**src/rtl/cv32e40p_voter_err_tracker.sv**
```systemverilog
// cv32e40p_voter_err_tracker
// Per-replica error bookkeeping behind the 3-way majority voter.
// It keeps saturating error counters and sticky permanent-fault bits, and runs
// a NORMAL / DEGRADED / FAILED state machine with a one-cycle alarm pulse.
// Optional feature macro: CV32E40P_FT_ERR_DECAY_EN. When defined, a run of
// DECAY_PERIOD consecutive clean valid samples decrements every nonzero
// replica counter by one.
//
//   state    | meaning
//   ---------+---------------------------------------------------------
//   NORMAL   | no replica declared faulty, no uncorrectable sample seen
//   DEGRADED | exactly one replica excluded (permanent fault)
//   FAILED   | two faulty replicas or an uncorrectable sample (sticky)
module cv32e40p_voter_err_tracker #(
    parameter int CNT_W        = 8,
    parameter int THRESHOLD    = 16,
    parameter int DECAY_PERIOD = 1024
) (
    input  logic                 clk,
    input  logic                 rst_n,
    input  logic                 valid_i,
    input  logic                 err_detected_1_i,
    input  logic                 err_detected_2_i,
    input  logic                 err_detected_3_i,
    input  logic                 clear_i,
    output logic [3*CNT_W-1:0]   err_cnt_o,
    output logic [CNT_W-1:0]     uncorr_cnt_o,
    output logic [2:0]           perm_fault_o,
    output logic [1:0]           state_o,
    output logic                 alarm_o
);

    typedef enum logic [1:0] {
        ST_NORMAL   = 2'b00,
        ST_DEGRADED = 2'b01,
        ST_FAILED   = 2'b10
    } state_t;

    localparam logic [CNT_W-1:0] LP_THR = CNT_W'(THRESHOLD);
    localparam logic [CNT_W-1:0] LP_MAX = '1;
    localparam logic [CNT_W-1:0] LP_ONE = CNT_W'(1);

    // Reject parameter values that would make the threshold or decay period meaningless.
    if (DECAY_PERIOD < 2 || THRESHOLD < 1 || THRESHOLD > (2**CNT_W) - 1) begin : g_bad_param
        $error("cv32e40p_voter_err_tracker: illegal THRESHOLD/DECAY_PERIOD");
    end

    logic [CNT_W-1:0] r_cnt [3];
    logic [CNT_W-1:0] r_uncorr;
    logic [2:0]       r_perm;
    state_t           r_state;
    logic             r_alarm;

    logic [2:0]       w_flags;
    logic             w_multi;
    logic             w_single;
    logic             w_uncorr;
    logic             w_clean;
    logic             w_decay;
    logic [CNT_W-1:0] w_cnt_nxt [3];
    logic [2:0]       w_new_perm;
    logic [2:0]       w_perm_nxt;
    logic             w_two_perm;
    state_t           w_state_nxt;

`ifdef CV32E40P_FT_ERR_DECAY_EN
    localparam int DEC_W = $clog2(DECAY_PERIOD);
    localparam logic [DEC_W-1:0] LP_DEC_LAST = DEC_W'(DECAY_PERIOD - 1);

    logic [DEC_W-1:0] r_clean;

    // Count consecutive clean valid samples; any flagged valid sample restarts the run.
    always_ff @(posedge clk or negedge rst_n) begin
        if (!rst_n) begin
            r_clean <= '0;
        end else if (clear_i) begin
            r_clean <= '0;
        end else if (valid_i) begin
            if (!w_clean || w_decay) r_clean <= '0;
            else                     r_clean <= r_clean + DEC_W'(1);
        end
    end

    assign w_decay = w_clean && (r_clean == LP_DEC_LAST);
`else
    assign w_decay = 1'b0;
`endif

    // Classify the sample, compute next counters, new faults and next state.
    always_comb begin
        w_flags    = {err_detected_3_i, err_detected_2_i, err_detected_1_i};
        w_multi    = (w_flags[0] & w_flags[1]) | (w_flags[0] & w_flags[2]) |
                     (w_flags[1] & w_flags[2]);
        w_single   = valid_i & (|w_flags) & ~w_multi;
        w_uncorr   = valid_i & w_multi;
        w_clean    = valid_i & ~(|w_flags);
        w_new_perm = 3'b000;
        for (int k = 0; k < 3; k++) begin
            w_cnt_nxt[k] = r_cnt[k];
            if (w_single && w_flags[k]) begin
                if (r_cnt[k] != LP_MAX) w_cnt_nxt[k] = r_cnt[k] + LP_ONE;
                // Only a not-yet-faulty replica can cause a new transition.
                w_new_perm[k] = (w_cnt_nxt[k] >= LP_THR) & ~r_perm[k];
            end else if (w_decay && r_cnt[k] != '0) begin
                w_cnt_nxt[k] = r_cnt[k] - LP_ONE;
            end
        end
        w_perm_nxt = r_perm | w_new_perm;
        w_two_perm = (w_perm_nxt[0] & w_perm_nxt[1]) | (w_perm_nxt[0] & w_perm_nxt[2]) |
                     (w_perm_nxt[1] & w_perm_nxt[2]);
        w_state_nxt = r_state;
        case (r_state)
            ST_NORMAL: begin
                if (w_uncorr || w_two_perm) w_state_nxt = ST_FAILED;
                else if (|w_new_perm)       w_state_nxt = ST_DEGRADED;
            end
            ST_DEGRADED: begin
                if (w_uncorr || (|w_new_perm)) w_state_nxt = ST_FAILED;
            end
            default: w_state_nxt = ST_FAILED;
        endcase
    end

    // Register counters, fault mask, state and the transition alarm.
    always_ff @(posedge clk or negedge rst_n) begin
        if (!rst_n) begin
            for (int k = 0; k < 3; k++) r_cnt[k] <= '0;
            r_uncorr <= '0;
            r_perm   <= 3'b000;
            r_state  <= ST_NORMAL;
            r_alarm  <= 1'b0;
        end else if (clear_i) begin
            for (int k = 0; k < 3; k++) r_cnt[k] <= '0;
            r_uncorr <= '0;
            r_perm   <= 3'b000;
            r_state  <= ST_NORMAL;
            r_alarm  <= 1'b0;
        end else begin
            for (int k = 0; k < 3; k++) r_cnt[k] <= w_cnt_nxt[k];
            if (w_uncorr && r_uncorr != LP_MAX) r_uncorr <= r_uncorr + LP_ONE;
            r_perm  <= w_perm_nxt;
            r_state <= w_state_nxt;
            r_alarm <= (w_state_nxt != r_state);
        end
    end

    assign err_cnt_o    = {r_cnt[2], r_cnt[1], r_cnt[0]};
    assign uncorr_cnt_o = r_uncorr;
    assign perm_fault_o = r_perm;
    assign state_o      = r_state;
    assign alarm_o      = r_alarm;

endmodule
```
**config.mk**
```make
export PLATFORM = sky130hd
export DESIGN_NAME = cv32e40p_voter_err_tracker
export DESIGN_NICKNAME = d
export VERILOG_FILES = /design/src/rtl/cv32e40p_voter_err_tracker.sv
export SDC_FILE = /design/constraint.sdc
export NUM_CORES = 1
export LEC_CHECK = 0
export ABC_AREA = 1
export CAP_MARGIN = 20
export CORE_ASPECT_RATIO = 1.5
export CORE_MARGIN = 2
export CORE_UTILIZATION = 50
export DETAILED_ROUTE_END_ITERATION = 12
export PLACE_DENSITY = 0.77
export SETUP_SLACK_MARGIN = 0.2
export SLEW_MARGIN = 10
export SYNTH_ARGS = -nofsm -noshare
export SYNTH_HDL_FRONTEND = slang
export SYNTH_SLANG_ARGS = --single-unit
export TNS_END_PERCENT = 30
```
**constraint.sdc**
```tcl
create_clock -name clk -period 3.3 [get_ports clk]
set_input_delay 0.825 -clock clk [delete_from_list [all_inputs] [get_ports clk]]
set_output_delay 0.825 -clock clk [all_outputs]
set_load 0.05 [all_outputs]
```
==> reports/metrics.yaml <==
global_route:
  antenna_found_initial: 0
  grt_use_total_pct: 21.7
  grt_pass1_vias: 2163
  grt_pass1_wl_mm: 8.92
  grt_max_degree: 39
  grt_overflow: 0
clock_network:
  post-cts-setup-buffers: 0
  cts_root_buf: "clkbuf_8"
  clk_pin_slew_ns: 0.07
  cts_hold_buffers: 0
  cts_buffers: 5
  htreeDepth: 2
  ctsResizeCount: 0
  cts_tree: "done"
  clockBufferDepth: 2
  clock_sinks: 38
  clk-insertion-delay-late_ns: 0.29
cells_and_area:
  mostFrequentLayoutCell: "nand2_1"
  drive_gt1_share_pct: 11.6
  area_growth_pct: 25.2
  multi_input_area_sq_mm: 0.00118
  regArea_sq_um: 951
  final_cells: 409
  final_cell_mix: "58 x nand2_1, 44 x inv_1, 43 x clkdlybuf4s50_1, 38 x dfrtp_1, 33 x nor2_1"
  final.fill_count: 414
  num-nets-final: 371
  antenna_cells: 0
  fin_area_sq_mm: 0.00291
placed_design:
  hpwl_mm: 3.84
  place_inst: 401
  port_buffers: 44
  post_dp_cell_area_sq_mm: 0.00282
  gp_congestion: 0.863
worst_setup_path:
  cp_max_fo: 7
  cp_slowest_cell: "clkdlybuf4s50_1"
  worstSetupStartpointType: "flop"
  crit_type: "flop to primary output"
  critPathBufInv: 1
  crit_chain: "clkdlybuf4s50_1"
  crit_arrival_ns: 1.63
  cp-end-kind: "primary output"
  cp.required_ns: 2.47
  ff2ff_path_depth: 14
  cp.depth: 1
  cp_slowest_stage_delay_ns: 0.85
  critPathTopFamily: "buffers and inverters"
floorplan:
  pin_count: 45
  rows: 30
  die_h_um: 87.5
  die-area_sq_mm: 0.00522
  coreArea_sq_mm: 0.00450
  die_w_um: 59.7
  initial_core_util_pct: 51.6
timing:
  period_minus_slack_ns: 2.45
  slew_viol_final: 0
  finalSetupViolations: 0
  fin_tns_setup_ns: 0
  period_share_pct: 74.4
  hold_ws_ns: 0.515
  skew_ns: 0.00384
  fmax_mhz: 408
  worst_slew_pin_slew_ns: 0.860
  slew_headroom_pct: 42.7
  hold_viol_final: 0
  rsz0062_at_grt: "false"
drt:
  routed_wl_mm: 5.24
  drc_errors: 0
  firstDrtPassIters: 4
  drt_iter0_markers: 88
  vias_per_cell: 5.45
  wl_per_cell_um: 12.8
  via_count: 2229
  ant_nets: 0
pwr:
  p_switching_mw: 0.277
  seqPwrFrac_pct: 50.7
  swShare_pct: 28.7
  p_total_mw: 0.967
  comb_power_share_pct: 14.8
  vdd_drop_max_mv: 0.342
  pwr-share-clk_pct: 34.5
  p_leak_nw: 1.35
  internal_power_mw: 0.690
  power.density_mw_per_mm2: 332
synthesis:
  synth_seq_cells: 38
  syn_avg_cell_area_sq_um: 7.48
  synth_cell_types: 32
  yosysWarnings: 0
  syn_area_sq_mm: 0.00233
  synthCells: 311
  ys_seq_area_share_pct: 40.9
  syn_nets: 322
min_path:
  hold_class: "flop to flop"
  whs_path_depth: 1
status:
  status: "finished clean"
job:
  cap_violations: 0
==> path summary, 6_finish.rpt <==
kind / from / to / slack [ns]
max in group asynchronous: rst_n / err_cnt_o[2]$_DFFE_PN0P_ / 2.11
max: err_cnt_o[6]$_DFFE_PN0P_ / err_cnt_o[6] / 0.85
min in group asynchronous: rst_n / err_cnt_o[23]$_DFFE_PN0P_ / 0.64
min: uncorr_cnt_o[7]$_DFFE_PN0P_ / uncorr_cnt_o[7]$_DFFE_PN0P_ / 0.51
min reg2reg: uncorr_cnt_o[7]$_DFFE_PN0P_ / uncorr_cnt_o[7]$_DFFE_PN0P_ / 0.51
max reg2reg: err_cnt_o[16]$_DFFE_PN0P_ / state_o[0]$_DFF_PN0_ / 1.35
==> flip-flops by register name, summed over array words and instances, names as in the netlist <==
signal        flops
perm_fault_o      3
alarm_o           1
err_cnt_o        24
uncorr_cnt_o      8
state_o           2
==> synth_stat cells <==
cell type | instances | area (sq um)
o21ai_0 | 22 | 110
inv_1 | 44 | 165
nand3_2 | 3 | 30.0
inv_2 | 2 | 7.51
a21oi_1 | 16 | 80.1
nand2_2 | 11 | 68.8
buf_2 | 1 | 5.00
o21ai_4 | 1 | 16.3
o22ai_1 | 5 | 31.3
ha_1 | 4 | 50.1
o21ai_1 | 2 | 10.0
nand3_4 | 1 | 17.5
nand4_1 | 7 | 43.8
o221a_2 | 1 | 11.3
nor2_1 | 33 | 124
nand4_4 | 1 | 21.3
clkbuf_1 | 3 | 11.3
o211ai_1 | 1 | 7.51
xor2_1 | 3 | 26.3
clkinv_1 | 1 | 3.75
dfrtp_1 | 38 | 951
nand2_1 | 58 | 218
nor3_1 | 7 | 35.0
nand3b_1 | 1 | 7.51
nor4_1 | 1 | 6.26
a21boi_0 | 1 | 7.51
nand3_1 | 25 | 125
a21oi_2 | 2 | 17.5
o21bai_1 | 2 | 15.0
a31oi_1 | 4 | 25.0
nor2_4 | 3 | 33.8
nor2_2 | 7 | 43.8
==> per-layer routing <==
metal	global-route usage [%]	vias up	part of all wire (%)	wire (um)
met1	27.8	1046	45	2360
li1	-	1120	-	-
met2	36.2	52	49	2580
met3	3.55	11	3.7	194
met5	0	-	0	0
met4	8.69	0	2.1	112
==> final cells by class <==
cell class                 instances  area share (%)
inverter                          47            6.06
multi-input combinational        222            40.6
tap                               48            2.06
clock inverter                     1           0.172
clock buffer                       7            2.97
sequential                        38            32.7
timing repair buffer              46            15.5
==> kinds of logic after synthesis <==
group / count (synthesis) / synth area share (%)
adders and majority gates: 4 / 2.15
and+or+nand+nor: 158 / 33.3
AOI/OAI and AO/OA: 57 / 14.3
buffers and inverters: 51 / 8.28
DFF: 38 / 40.9
xor gates and xnor gates: 3 / 1.13
==> stage by stage <==
step | setup slack (ns) | utilization (%)
6_report | 0.846 | 64.6
5_1_grt | 0.751 | 64.6
4_1_cts | 0.836 | 64.6
3_5_place_dp | 0.676 | 62.6
3_3_place_gp | 0.765 | 62.6
2_1_floorplan | 1.24 | -
==> power groups by stage <==
stage,Combinational [mW],Sequential [mW],Clock [mW]
finish,0.143,0.490,0.334
global route,0.157,0.493,0.364
CTS,0.144,0.490,0.345
detailed placement,0.143,0.499,0
global placement,0.141,0.499,0
floorplan,0.0478,0.538,0
No activity file was read; power rests on OpenSTA's default activity.
